<file path="config.mk">
export PLATFORM = sky130hd
export DESIGN_NAME = stopwatch_cu
export DESIGN_NICKNAME = d
export VERILOG_FILES = /design/src/rtl/stopwatch_pkg.sv /design/src/rtl/btn_debounce.sv /design/src/rtl/stopwatch_cu.sv
export SDC_FILE = /design/constraint.sdc
export NUM_CORES = 1
export LEC_CHECK = 0
export ABC_AREA = 1
export BUFFER_PORTS_ARGS = -buffer_cell sky130_fd_sc_hd__clkbuf_2
export CORE_MARGIN = 2
export CORE_UTILIZATION = 30
export DETAILED_ROUTE_END_ITERATION = 6
export PLACE_DENSITY = 0.51
export SLEW_MARGIN = 20
export SYNTH_ARGS = -nofsm -noshare
export SYNTH_HDL_FRONTEND = slang
export SYNTH_SLANG_ARGS = --single-unit
export TNS_END_PERCENT = 50
</file>
<file path="constraint.sdc">
create_clock -name clk -period 1.36 [get_ports clk]
set_input_delay 0 -clock clk [delete_from_list [all_inputs] [get_ports clk]]
set_output_delay 0 -clock clk [all_outputs]
set_load 0.05 [all_outputs]
</file>
<file path="src/rtl/stopwatch_pkg.sv">
// -----------------------------------------------------------------------------
// stopwatch_pkg
//   Constants shared by the stopwatch control unit and the datapath:
//   FSM state encodings (also shown on the debug LEDs), the default debounce
//   sample period, and the tick-generator terminal count.
//   No ports (package).
// -----------------------------------------------------------------------------
package stopwatch_pkg;

    // FSM state encodings; code 2'd3 is illegal and recovers to ST_STOP.
    localparam logic [1:0] ST_STOP  = 2'd0;
    localparam logic [1:0] ST_RUN   = 2'd1;
    localparam logic [1:0] ST_CLEAR = 2'd2;

    // 1 kHz debounce sampling from a 100 MHz clock.
    localparam int unsigned DB_TICK_DEFAULT  = 32'd100_000;
    localparam int unsigned DB_DEPTH_DEFAULT = 32'd4;

    // Tick generator terminal count: 100 MHz / 100 Hz (hundredths of a second).
    localparam int unsigned F_COUNT = 32'd1_000_000;

    // Counter width for a 0..n-1 counter, never narrower than one bit.
    function automatic int unsigned cnt_width(input int unsigned n);
        return (n > 32'd1) ? $clog2(n) : 32'd1;
    endfunction

endpackage

</file>
<file path="src/rtl/btn_debounce.sv">
// -----------------------------------------------------------------------------
// btn_debounce
//   One push-button input path: 2-flop synchroniser, DB_DEPTH-deep sample
//   shift register clocked by a shared sample strobe, hysteretic debounced
//   level, and a 1-cycle press pulse on the debounced rising edge only.
// Ports
//   clk    in  1  system clock
//   rst    in  1  asynchronous active-high reset
//   sample in  1  1-cycle sample strobe shared by all buttons
//   btn    in  1  raw asynchronous button, active-high
//   press  out 1  1-cycle pulse on debounced 0->1 edge (registered)
// -----------------------------------------------------------------------------
module btn_debounce #(
    parameter int unsigned DB_DEPTH = 4
) (
    input  logic clk,
    input  logic rst,
    input  logic sample,
    input  logic btn,
    output logic press
);

    logic                sync1_r;
    logic                sync2_r;
    logic [DB_DEPTH-1:0] shift_r;
    logic                level_r;
    logic                level_next_s;
    logic                press_r;

    // Two-flop synchroniser for the asynchronous button.
    always_ff @(posedge clk or posedge rst) begin
        if (rst) begin
            sync1_r <= 1'b0;
            sync2_r <= 1'b0;
        end else begin
            sync1_r <= btn;
            sync2_r <= sync1_r;
        end
    end

    // Sample history, advanced only on the shared strobe.
    always_ff @(posedge clk or posedge rst) begin
        if (rst) begin
            shift_r <= {DB_DEPTH{1'b0}};
        end else if (sample) begin
            shift_r <= {shift_r[DB_DEPTH-2:0], sync2_r};
        end else begin
            shift_r <= shift_r;
        end
    end

    // Level changes only when the whole history agrees; mixed history holds.
    always_comb begin
        level_next_s = level_r;
        if (&shift_r) begin
            level_next_s = 1'b1;
        end else if (~|shift_r) begin
            level_next_s = 1'b0;
        end else begin
            level_next_s = level_r;
        end
    end

    // Debounced level and its rising-edge pulse; releases produce nothing.
    always_ff @(posedge clk or posedge rst) begin
        if (rst) begin
            level_r <= 1'b0;
            press_r <= 1'b0;
        end else begin
            level_r <= level_next_s;
            press_r <= level_next_s & ~level_r;
        end
    end

    assign press = press_r;

endmodule

</file>
<file path="src/rtl/stopwatch_cu.sv">
// -----------------------------------------------------------------------------
// stopwatch_cu
//   Stopwatch control unit. Debounces the run/stop, clear and lap buttons
//   and runs a Moore FSM (STOP/RUN/CLEAR) that drives the datapath run and
//   clear controls plus the lap-freeze flag for the display mux.
// Ports
//   clk            in  1  system clock, 100 MHz
//   rst            in  1  asynchronous active-high reset
//   i_btn_runstop  in  1  raw run/stop button
//   i_btn_clear    in  1  raw clear button
//   i_btn_lap      in  1  raw lap button
//   o_runstop      out 1  1 = datapath counting (state RUN)
//   o_clear        out 1  1-cycle datapath clear (state CLEAR)
//   o_lap_freeze   out 1  1 = display shows frozen lap value
//   o_state        out 2  current FSM state for debug LEDs
// -----------------------------------------------------------------------------
module stopwatch_cu
    import stopwatch_pkg::*;
#(
    parameter int unsigned DB_TICK  = DB_TICK_DEFAULT,
    parameter int unsigned DB_DEPTH = DB_DEPTH_DEFAULT
) (
    input  logic       clk,
    input  logic       rst,
    input  logic       i_btn_runstop,
    input  logic       i_btn_clear,
    input  logic       i_btn_lap,
    output logic       o_runstop,
    output logic       o_clear,
    output logic       o_lap_freeze,
    output logic [1:0] o_state
);

    localparam int unsigned      CNT_W    = cnt_width(DB_TICK);
    localparam logic [CNT_W-1:0] CNT_LAST = CNT_W'(DB_TICK - 32'd1);

    logic [CNT_W-1:0] cnt_r;
    logic             sample_s;
    logic             rs_press_s;
    logic             clr_press_s;
    logic             lap_press_s;
    logic [1:0]       state_r;
    logic [1:0]       state_next_s;
    logic             freeze_r;
    logic             freeze_next_s;
    logic             runstop_r;
    logic             clear_r;

    assign sample_s = (cnt_r == CNT_LAST);

    // Free-running sample counter shared by all three buttons; wraps, never saturates.
    always_ff @(posedge clk or posedge rst) begin
        if (rst) begin
            cnt_r <= {CNT_W{1'b0}};
        end else if (sample_s) begin
            cnt_r <= {CNT_W{1'b0}};
        end else begin
            cnt_r <= cnt_r + CNT_W'(1);
        end
    end

    btn_debounce #(.DB_DEPTH(DB_DEPTH)) u_db_runstop (
        .clk    (clk),
        .rst    (rst),
        .sample (sample_s),
        .btn    (i_btn_runstop),
        .press  (rs_press_s)
    );

    btn_debounce #(.DB_DEPTH(DB_DEPTH)) u_db_clear (
        .clk    (clk),
        .rst    (rst),
        .sample (sample_s),
        .btn    (i_btn_clear),
        .press  (clr_press_s)
    );

    btn_debounce #(.DB_DEPTH(DB_DEPTH)) u_db_lap (
        .clk    (clk),
        .rst    (rst),
        .sample (sample_s),
        .btn    (i_btn_lap),
        .press  (lap_press_s)
    );

    // Next state and lap-freeze flag from the press pulses.
    always_comb begin
        state_next_s  = state_r;
        freeze_next_s = freeze_r;
        case (state_r)
            ST_STOP: begin
                // In STOP, lap can only release a freeze, never set one.
                if (lap_press_s && freeze_r) begin
                    freeze_next_s = 1'b0;
                end else begin
                    freeze_next_s = freeze_r;
                end
                // Clear has priority over a simultaneous run/stop.
                if (clr_press_s) begin
                    state_next_s  = ST_CLEAR;
                    freeze_next_s = 1'b0;
                end else if (rs_press_s) begin
                    state_next_s = ST_RUN;
                end else begin
                    state_next_s = ST_STOP;
                end
            end
            ST_RUN: begin
                if (rs_press_s) begin
                    state_next_s = ST_STOP;
                end else begin
                    state_next_s = ST_RUN;
                end
                if (lap_press_s) begin
                    freeze_next_s = ~freeze_r;
                end else begin
                    freeze_next_s = freeze_r;
                end
            end
            ST_CLEAR: begin
                state_next_s  = ST_STOP;
                freeze_next_s = 1'b0;
            end
            default: begin
                state_next_s  = ST_STOP;
                freeze_next_s = 1'b0;
            end
        endcase
    end

    // State, freeze flag and Moore outputs; outputs decode the next state so
    // they change in the same cycle as the state register.
    always_ff @(posedge clk or posedge rst) begin
        if (rst) begin
            state_r   <= ST_STOP;
            freeze_r  <= 1'b0;
            runstop_r <= 1'b0;
            clear_r   <= 1'b0;
        end else begin
            state_r   <= state_next_s;
            freeze_r  <= freeze_next_s;
            runstop_r <= (state_next_s == ST_RUN);
            clear_r   <= (state_next_s == ST_CLEAR);
        end
    end

    assign o_runstop    = runstop_r;
    assign o_clear      = clear_r;
    assign o_lap_freeze = freeze_r;
    assign o_state      = state_r;

endmodule
</file>
== After elaboration in Yosys (flattened, before gate mapping) ==
Cells that the tools add are included.

* Word-level logic and storage cells: 58
* Input port bits: 5
* Flip-flop bits (word level): 46

* Equality and inequality tests: 6
* Reductions and logical operators: 9
* Multiplexer cells: 15
* $add $sub $neg: 1
* Bitwise logic cells: 7

{| class="wikitable"
|+ Operator list
! cell !! number
|-
| $add A17 B1 Y17 const B || 1
|-
| $eq A17 B17 Y1 const B || 1
|-
| $mux W17 || 1
|-
| $reduce_and A4 Y1 || 3
|-
| $reduce_or A4 Y1 || 3
|-
| $mux W1 || 11
|-
| $eq A2 B1 Y1 const B || 2
|-
| $not A1 Y1 || 4
|-
| $pmux W2 S2 || 1
|-
| $and A1 B1 Y1 || 3
|-
| $ne A3 B2 Y1 const B || 1
|-
| $eq A2 B2 Y1 const B || 1
|-
| $logic_not A2 Y1 || 1
|-
| $mux W2 || 1
|-
| $ne A2 B1 Y1 const B || 1
|-
| $pmux W1 S2 || 1
|-
| $reduce_and A2 Y1 || 1
|-
| $logic_and A1 B1 Y1 || 1
|}

== Longest topological paths before layout ==
Gate-level depths: netlist of the first run.

* Word-level depth: 4
* Depth in mapped cells: 8

== Modules after synthesis ==
Synthesis of the first run repeated with hierarchy kept, for this count alone.

* Cell total of the unflattened synthesis: 234
* Area total of the unflattened synthesis: 1991.9 um^2

{| class="wikitable"
|+ Modules (own cells, without submodules)
! module !! times used !! area an instance (um^2) !! sequential area each (um^2) !! cells an instance
|-
| stopwatch_cu || 1 || 1166.1 || 550.5 || 156
|-
| btn_debounce || 3 || 275.3 || 200.2 || 26
|}

== Least setup slack after synthesis of the first run ==
OpenSTA, ideal clock, no wires.

* Kind: reg2reg
* Start: register cnt_r[0]
* End: register u_db_clear.shift_r[1]
* Data arrival time: 1.200 ns
* Setup slack: 0.043 ns
* Cell stages (with the launch flop): 8
* Required time: 1.243 ns
* Path buffers: 1
* Period minus slack after synthesis: 1.317 ns
* Path through: dfrtp_1 > ha_1 > nand3_2 > inv_2 > nand3_4 > buf_6 > nand2_1 > nand2_1

* Longest elaborated chain between the ends: 1

{| class="wikitable"
|+ RTL lines
! element !! RTL line !! RTL
|-
| start: declaration || stopwatch_cu.sv:37 || <nowiki>logic [CNT_W-1:0] cnt_r;</nowiki>
|-
| start signal: assignment || stopwatch_cu.sv:54 || <nowiki>cnt_r <= {CNT_W{1'b0}};</nowiki>
|-
| start signal: assignment || stopwatch_cu.sv:56 || <nowiki>cnt_r <= {CNT_W{1'b0}};</nowiki>
|-
| start signal: assignment || stopwatch_cu.sv:58 || <nowiki>cnt_r <= cnt_r + CNT_W'(1);</nowiki>
|-
| $eq A17 B17 Y1 || stopwatch_cu.sv:49 || <nowiki>assign sample_s = (cnt_r == CNT_LAST);</nowiki>
|-
| end signal: assignment || btn_debounce.sv:44 || <nowiki>shift_r <= {DB_DEPTH{1'b0}};</nowiki>
|-
| end signal: assignment || btn_debounce.sv:46 || <nowiki>shift_r <= {shift_r[DB_DEPTH-2:0], sync2_r};</nowiki>
|-
| end signal: assignment || btn_debounce.sv:48 || <nowiki>shift_r <= shift_r;</nowiki>
|-
| end: declaration || btn_debounce.sv:25 || <nowiki>logic [DB_DEPTH-1:0] shift_r;</nowiki>
|}

Every way passes these cells.
A chain may end at the register's enable or synchronous reset.

== Worst setup path after layout of the first run ==
* Start: register cnt_r[11]
* End: register cnt_r[3]

* Longest elaborated chain between the ends: 2

{| class="wikitable"
|+ RTL lines
! element !! RTL line !! RTL
|-
| $eq A17 B17 Y1 || stopwatch_cu.sv:49 ||
|-
| $mux W17 || stopwatch_cu.sv:55 || <nowiki>end else if (sample_s) begin</nowiki>
|}

Every way passes these cells.

==> impl_metrics.toml, run 1 <==
[power_and_ir_drop]
p_leak_nw = 1.38
p_per_area_nw_per_um2 = 853
irDropWorstVdd_mv = 0.398
total_power_w = 0.00226

[clock_tree]
cts_buffer_depth = 2
htree_num_levels = 2
cts-root-buf = "clkbuf_8"
clock-sinks = 46
cts_buffers = 5
worstSkewPairLatency_ns = 0.30
cts_tree = "done"
path_clk_slew_ns = 0.08

[timing]
relSlewSlack = 0.732
setup_viol = 0
setup_tns_ns = 0
tightest_slew_ns = 0.402
hold_viol_final = 0
finalCriticalPeriod_ns = 1.27
drv_slew = 0
period_share = 0.936
worst_slack_ns = 0.0865
clock.fmax_mhz = 785
rsz0062_at_grt = "yes"
finalClockSkew_ns = 0.00361
hold-worst-slack_ns = 0.215

[die]
die_area_um2 = 7870
rows = 30
die_h_um = 88.7
ios = 10
start_util = 0.313
core_um2 = 6870
dieWidth_um = 88.7

[detailed_routing]
wl_met1_mm = 2.24
met3_length_um = 126
vias = 1722
totalWireLength_mm = 4.38
antenna_left = 0
avgViaCountPerCell = 4.34
met2_length_mm = 1.94
avgRoutedWirePerCell_um = 11.0
drt-pass1-iter-count = 4
drt-initial-drc-count = 95
dr.max_layer_used = "met4"
drc_errors = 0

[worst_setup_path]
r2r_start = "cnt_r[11]$_DFF_PP0_"
cp-start-kind = "register"
reg2regPathDepth = 6
crit_arrival_ns = 1.47
worstPathRequired_ns = 1.56
worstSetupPathType = "reg -> reg"
ff2ff_setup_slack_ns = 0.09
endpoint_kind = "register"
crit_path_max_fanout = 7
rr_endpoint = "cnt_r[3]$_DFF_PP0_"

[min_path]
hp-class = "in -> async"

[final_layout]
drive_gt1_frac = 0.206
layout_common_cells = "nand2_1, dfrtp_1, inv_1"
synthToLayoutAreaGrowth_pct = 23.0
num-nets-final = 306
mostFrequentLayoutCell = "nand2_1"
antenna-diode-count = 0

[synth]
ys_seq_area_frac = 0.535
syn_avg_cell_area_um2 = 8.25
syn_inst = 261
synth_cell_type_count = 22
synth_nets = 267
ys_seq_elements = 46
mappedNetlistArea_um2 = 2150
yosys_warnings = 0

[placement]
place_ws_ns = -0.0300
io_buffers = 9
dp_hpwl_mm = 3.05
place_congestion = 0.790

[flow_run]
max_cap_violations = 0

[grt]
grt_pass1_wl_mm = 7.69
antenna_found_initial = 0
grt_remaining_overflow = 0
grt_max_degree = 20
grt_pass1_vias = 1638
grt_use_total = 0.128

[status]
status = "finished, final reports clean"
sequential cells by signal, indices dropped and copies added (netlist names), 2 cells and up:
register / flops
cnt_r: 17
u_db_clear.shift_r: 4
u_db_lap.shift_r: 4
u_db_runstop.shift_r: 4
o_state: 2
per-layer routing:
metal / GRT usage / vias up
met1: 0.174 / 778
met4: 0.0579 / 0
met2: 0.199 / 28
met3: 0.0252 / 5
met5: 0 / -
li1: - / 911
worst max-delay path by stage:
| stage | startpoint | endpoint |
|---|---|---|
| after floorplan | cnt_r[0]$_DFF_PP0_ | u_db_clear.shift_r[1]$_DFFE_PP0N_ |
| after global placement | cnt_r[0]$_DFF_PP0_ | cnt_r[5]$_DFF_PP0_ |
| after detailed placement | cnt_r[0]$_DFF_PP0_ | cnt_r[3]$_DFF_PP0_ |
| after CTS | cnt_r[0]$_DFF_PP0_ | u_db_lap.shift_r[0]$_DFFE_PP0N_ |
| after global routing | cnt_r[0]$_DFF_PP0_ | u_db_lap.shift_r[0]$_DFFE_PP0N_ |
| final | cnt_r[11]$_DFF_PP0_ | cnt_r[3]$_DFF_PP0_ |
cells in the mapped netlist:
library cell  number  area share
nand4_1           21       0.061
ha_1               1      0.0058
buf_6              1      0.0052
xor2_1             6       0.024
nor2_1            36       0.063
nand2_1           68        0.12
nand2_2            2      0.0058
a21oi_1            2      0.0046
nor3_1             3      0.0070
nand3_4            1      0.0081
dfrtp_1           46        0.53
clkbuf_4           1      0.0035
o21ai_0            7       0.016
nand3_1           14       0.033
buf_4              2      0.0070
a22oi_1            1      0.0035
nor4_1             3      0.0087
inv_1             40       0.070
nor2_4             2       0.010
clkinv_2           1      0.0023
inv_2              2      0.0035
nand3_2            1      0.0046
where the power goes:
group	internal (W)	switching, W	leakage, nW
Combinational	0.0000154	0.0000294	0.728
Clock	0.000363	0.000473	0.0452
Sequential	0.00138	0.00000231	0.606
through the flow:
stage          instances  utilization  area, um2
6_report             397        0.386       2650
5_1_grt              397        0.386       2650
4_1_cts              391        0.371       2550
3_5_place_dp         378        0.350       2400
3_3_place_gp         378        0.350       2400
2_1_floorplan        261            -       2150
repair_timing:
action,4_1_cts,5_1_grt
endpoints found under the setup margin,8,26
resized for setup,3,19
setup buffers,0,6
pin swaps,1,2
cloned,1,0
hold buffers,4,0
hold endpoints to repair,20,0
critical path: stages (launching register included):
cell and delay (ns):
dfrtp_1 0.38, nor2_1 0.11, nand3_1 0.14, nor2_4 0.23, nand3_4 0.14, inv_2 0.12
nor2_1 0.05
logic make-up (layout without fill, tap and decap cells):
family,count (synthesis),after routing,share of synthesized area
buffers and inverters,47,86,0.0912
DFF,46,46,0.535
AOI/OAI and AO/OA,10,10,0.0244
and+or+nand+nor,151,152,0.320
xor gates and xnor gates,6,6,0.0244
adders and majority gates,1,1,0.00581
final cells by class:
| type | count | area (um2) |
|---|---|---|
| clock buffer | 6 | 72.6 |
| sequential | 46 | 1160 |
| tap | 96 | 120 |
| fill | 706 | 4220 |
| timing repair buffer | 35 | 265 |
| clock inverter | 2 | 13.8 |
| inverter | 43 | 165 |
| multi-input combinational | 169 | 853 |
No activity file was read; power rests on OpenSTA's default activity.
==> run 2: changes to the inputs <==
--- a/config.mk
+++ b/config.mk
@@ -9,6 +9,7 @@
 export BUFFER_PORTS_ARGS = -buffer_cell sky130_fd_sc_hd__clkbuf_2
 export CORE_MARGIN = 2
 export CORE_UTILIZATION = 30
+export CTS_BUF_LIST = sky130_fd_sc_hd__clkbuf_4 sky130_fd_sc_hd__clkbuf_8 sky130_fd_sc_hd__clkbuf_16
 export DETAILED_ROUTE_END_ITERATION = 6
 export PLACE_DENSITY = 0.51
 export SLEW_MARGIN = 20
==> impl_metrics.toml, run 2 (synthesized netlist as in run 1, its figures left out) <==
[status]
status = "finished, final reports clean"

[grt]
grt_use_total = 0.127
grt_pass1_wl_mm = 7.67
grt_remaining_overflow = 0
grt_max_degree = 20
grt_pass1_vias = 1640
antenna_found_initial = 0

[worst_setup_path]
reg2regPathDepth = 6
worstPathRequired_ns = 1.56
crit_path_max_fanout = 7
cp-start-kind = "register"
crit_arrival_ns = 1.48
worstSetupPathType = "reg -> reg"
endpoint_kind = "register"

[die]
start_util = 0.313
core_um2 = 6870
rows = 30
dieWidth_um = 88.7
die_area_um2 = 7870
die_h_um = 88.7
ios = 10

[power_and_ir_drop]
p_leak_nw = 1.38
irDropWorstVdd_mv = 0.390
p_switching_w = 0.000499
p_per_area_nw_per_um2 = 855
p_int_w = 0.00177
switching_share = 0.220
share_comb_of_total_power = 0.020
pwr-share-seq = 0.606
clkPwrFrac = 0.374

[detailed_routing]
totalWireLength_mm = 4.38
avgViaCountPerCell = 4.37
antenna_left = 0
avgRoutedWirePerCell_um = 11.0
vias = 1736
drc_errors = 0
drt-initial-drc-count = 112
drt-pass1-iter-count = 4

[clock_tree]
clock-sinks = 46
htree_num_levels = 2
cts_buffers = 5
path_clk_slew_ns = 0.08
worstSkewPairLatency_ns = 0.30
cts_tree = "done"
cts-root-buf = "clkbuf_8"
cts_buffer_depth = 2

[final_layout]
stdcell_count = 397
layout_common_cells = "nand2_1, dfrtp_1, inv_1"
antenna-diode-count = 0
largest_reg_flops = 17
drive_gt1_frac = 0.209
top_register = "cnt_r"
mostFrequentLayoutCell = "nand2_1"
num-nets-final = 306
synthToLayoutAreaGrowth_pct = 23.4

[timing]
period_share = 0.942
clock.fmax_mhz = 781
finalClockSkew_ns = 0.00414
hold-worst-slack_ns = 0.216
relSlewSlack = 0.733
drv_slew = 0
finalCriticalPeriod_ns = 1.28
setup_viol = 0
hold_viol_final = 0
rsz0062_at_grt = "yes"
tightest_slew_ns = 0.400

[placement]
place_inst = 378
dp_hpwl_mm = 3.05
place_congestion = 0.790
io_buffers = 9

[flow_run]
max_cap_violations = 0

[min_path]
hp-class = "in -> async"
run 2: critical path, stage by stage, from the launching register on:
cell and delay [ns]:
dfrtp_1 0.38, nor2_1 0.11, nand3_1 0.14, nor2_4 0.23, nand3_4 0.15, inv_2 0.12, nor2_1 0.05
run 2: power groups by stage:
| stage | Sequential, W | Clock, W | Combinational [W] |
|---|---|---|---|
| CTS | 0.00138 | 0.000889 | 0.0000483 |
| global route | 0.00138 | 0.000944 | 0.0000522 |
| floorplan | 0.00140 | 0 | 0.0000200 |
| detailed placement | 0.00141 | 0 | 0.0000392 |
| global placement | 0.00140 | 0 | 0.0000387 |
| finish | 0.00138 | 0.000850 | 0.0000449 |
run 2: area by class of cell:
type,count,area [um2]
Clock buffer,6,76.3
Clock inverter,2,13.8
Fill cell,707,4210
Inverter,43,165
Multi-Input combinational cell,169,853
Sequential cell,46,1160
Tap cell,96,120
Timing Repair Buffer,35,269
run 2: what timing repair did:
action / 4_1_cts / 5_1_grt
gates cloned: 1 / 0
pin swaps: 1 / 2
gates resized for setup: 3 / 20
endpoints found under the setup margin: 8 / 26
hold endpoints to repair: 20 / 0
hold buffers: 4 / 0
buffers inserted: 0 / 6
run 2: path summary, 6_finish.rpt:
check | slack [ns] | from | end
worst max-delay path | 0.08 | cnt_r[11]$_DFF_PP0_ | cnt_r[3]$_DFF_PP0_
worst min-delay path | 0.22 | rst | cnt_r[5]$_DFF_PP0_
worst max register to register | 0.08 | cnt_r[11]$_DFF_PP0_ | cnt_r[3]$_DFF_PP0_
worst min register to register | 0.35 | u_db_clear.sync1_r$_DFF_PP0_ | u_db_clear.sync2_r$_DFF_PP0_
max in group asynchronous | 0.56 | rst | u_db_lap.shift_r[0]$_DFFE_PP0N_
min in group clk | 0.34 | i_btn_runstop | u_db_runstop.sync1_r$_DFF_PP0_
run 2: metal layers:
metal	vias to the layer above	wire length, um	GRT usage
met5	-	0	0
met4	0	82	0.0537
met3	5	163	0.0252
met2	30	1960	0.199
met1	791	2180	0.173
li1	910	-	-
run 2: stage by stage:
stage          cell area (um2)  power [W]  setup slack [ns]  utilization  TNS, ns
6_report                  2660    0.00227            0.0792        0.387        0
4_1_cts                   2550    0.00232           0.00165        0.371        0
3_3_place_gp              2400    0.00144            0.0120        0.350        0
5_1_grt                   2660    0.00238           -0.0114        0.387  -0.0460
2_1_floorplan             2150    0.00142            0.0426            -        0
3_5_place_dp              2400    0.00144           -0.0300        0.350   -0.130
==> run 3: changes to the inputs <==
--- a/config.mk
+++ b/config.mk
@@ -10,8 +10,10 @@
 export CORE_MARGIN = 2
 export CORE_UTILIZATION = 30
 export CTS_BUF_LIST = sky130_fd_sc_hd__clkbuf_4 sky130_fd_sc_hd__clkbuf_8 sky130_fd_sc_hd__clkbuf_16
+export CTS_CLUSTER_DIAMETER = 60
 export DETAILED_ROUTE_END_ITERATION = 6
 export PLACE_DENSITY = 0.51
+export REMOVE_ABC_BUFFERS = 1
 export SLEW_MARGIN = 20
 export SYNTH_ARGS = -nofsm -noshare
 export SYNTH_HDL_FRONTEND = slang
==> impl_metrics.toml, run 3 (synthesized netlist as in run 1, its figures left out) <==
[status]
status = "finished, final reports clean"

[grt]
grt_use_total = 0.124
grt_max_degree = 30
antenna_found_initial = 0
grt_remaining_overflow = 0
grt_pass1_vias = 1547
grt_pass1_wl_mm = 7.42

[timing]
period_share = 0.944
finalClockSkew_ns = 0.00436
rsz0062_at_grt = "yes"
drv_slew = 0
finalCriticalPeriod_ns = 1.28
hold_viol_final = 0
relSlewSlack = 0.710
clock.fmax_mhz = 779
setup_viol = 0
tightest_slew_ns = 0.434
setup_tns_ns = 0

[die]
die_area_um2 = 7870
core_um2 = 6870
start_util = 0.313
rows = 30
ios = 10
dieWidth_um = 88.7
die_h_um = 88.7

[final_layout]
antenna-diode-count = 0
final_util = 0.381
layout_common_cells = "nand2_1, dfrtp_1, inv_1"
stdcell_count = 395
synthToLayoutAreaGrowth_pct = 21.6
top_register = "cnt_r"
largest_reg_flops = 17
mostFrequentLayoutCell = "nand2_1"
num-nets-final = 304
drive_gt1_frac = 0.197

[clock_tree]
worstSkewPairLatency_ns = 0.30
clock-sinks = 46
cts-root-buf = "clkbuf_8"
htree_num_levels = 2
cts_buffers = 5
path_clk_slew_ns = 0.08
cts_tree = "done"
cts_buffer_depth = 2

[power_and_ir_drop]
clkPwrFrac = 0.375
p_per_area_nw_per_um2 = 870
p_int_w = 0.00178
p_leak_nw = 1.38
share_comb_of_total_power = 0.021
p_switching_w = 0.000502
pwr-share-seq = 0.605
irDropWorstVdd_mv = 0.399
switching_share = 0.220

[detailed_routing]
avgRoutedWirePerCell_um = 11.1
totalWireLength_mm = 4.37
drt-initial-drc-count = 115
antenna_left = 0
vias = 1742
avgViaCountPerCell = 4.41
drt-pass1-iter-count = 4
drc_errors = 0

[placement]
place_inst = 381
dp_hpwl_mm = 3.09
io_buffers = 9
place_congestion = 0.859

[flow_run]
max_cap_violations = 0

[worst_setup_path]
worstSetupPathType = "reg -> reg"
endpoint_kind = "register"
crit_arrival_ns = 1.48
crit_path_max_fanout = 5
slowest_stage = "dfrtp_1"
crit_path_cell_trace = "ha_2 -> nand3_4 -> buf_4 -> nor2_1 -> nand2_1 -> nor2_2 -> nor2_1"
crit_top_cell = "nor2_1"
path_buf_inv = 1
cp-start-kind = "register"
critPathTopFamily = "simple AND/OR/NAND/NOR gates"
worstPathRequired_ns = 1.55
slowest_delay_ns = 0.37

[min_path]
hp-class = "in -> async"
-- run 3: area by class of cell --
class	instances	area [um2]
Clock buffer	6	76.3
Timing Repair Buffer	34	259
Multi-Input combinational cell	168	831
Clock inverter	2	13.8
Sequential cell	46	1160
Tap cell	96	120
Inverter	43	163
Fill cell	707	4250
-- run 3: repair_timing --
action	in CTS	in global routing
endpoints found under the setup margin	5	24
buffers inserted	0	2
pin swaps	0	0
endpoints found under the hold margin	20	0
resized for setup	3	10
hold buffers	4	0
-- run 3: power groups by stage --
stage	combinational (W)	clock [W]	sequential, W
6_report	0.0000476	0.000853	0.00138
3_5_place_dp	0.0000421	0	0.00141
4_1_cts	0.0000509	0.000894	0.00138
3_3_place_gp	0.0000418	0	0.00140
5_1_grt	0.0000554	0.000969	0.00138
2_1_floorplan	0.0000200	0	0.00140
-- run 3: per-stage QoR --
step / hold WS [ns] / setup slack (ns) / power [W] / area (um2)
after detailed placement: 0.0155 / 0.00925 / 0.00145 / 2440
after global routing: 0.264 / -0.0329 / 0.00240 / 2620
after global placement: 0.0168 / 0.0476 / 0.00145 / 2440
after CTS: 0.247 / 0.0281 / 0.00232 / 2570
final: 0.239 / 0.0760 / 0.00228 / 2620
after floorplan: 0.0314 / -0.0528 / 0.00142 / 2120
-- run 3: tightest hold or removal path, delay by kind of cell --
kind	cells	cell delay (ns)
buf+inv	3	0.97
-- run 3: path summary, 6_finish.rpt --
| path | start | slack (ns) | cells after the start | endpoint |
|---|---|---|---|---|
| max reg2reg | cnt_r[1]$_DFF_PP0_ | 0.08 | 7 | cnt_r[10]$_DFF_PP0_ |
| min reg2reg | u_db_lap.sync1_r$_DFF_PP0_ | 0.35 | 0 | u_db_lap.sync2_r$_DFF_PP0_ |
| max in group asynchronous | rst | 0.63 | 4 | u_db_clear.shift_r[2]$_DFFE_PP0N_ |
| max | cnt_r[1]$_DFF_PP0_ | 0.08 | 7 | cnt_r[10]$_DFF_PP0_ |
| min | rst | 0.24 | 3 | cnt_r[9]$_DFF_PP0_ |
| min in group clk | i_btn_runstop | 0.34 | 2 | u_db_runstop.sync1_r$_DFF_PP0_ |
-- run 3: per-layer routing --
metal | track usage | vias to the layer above | share of wire
met1 | 0.176 | 818 | 0.50
met2 | 0.176 | 19 | 0.45
li1 | - | 900 | -
met5 | 0 | - | 0
met4 | 0.0606 | 0 | 0.019
met3 | 0.0317 | 5 | 0.025
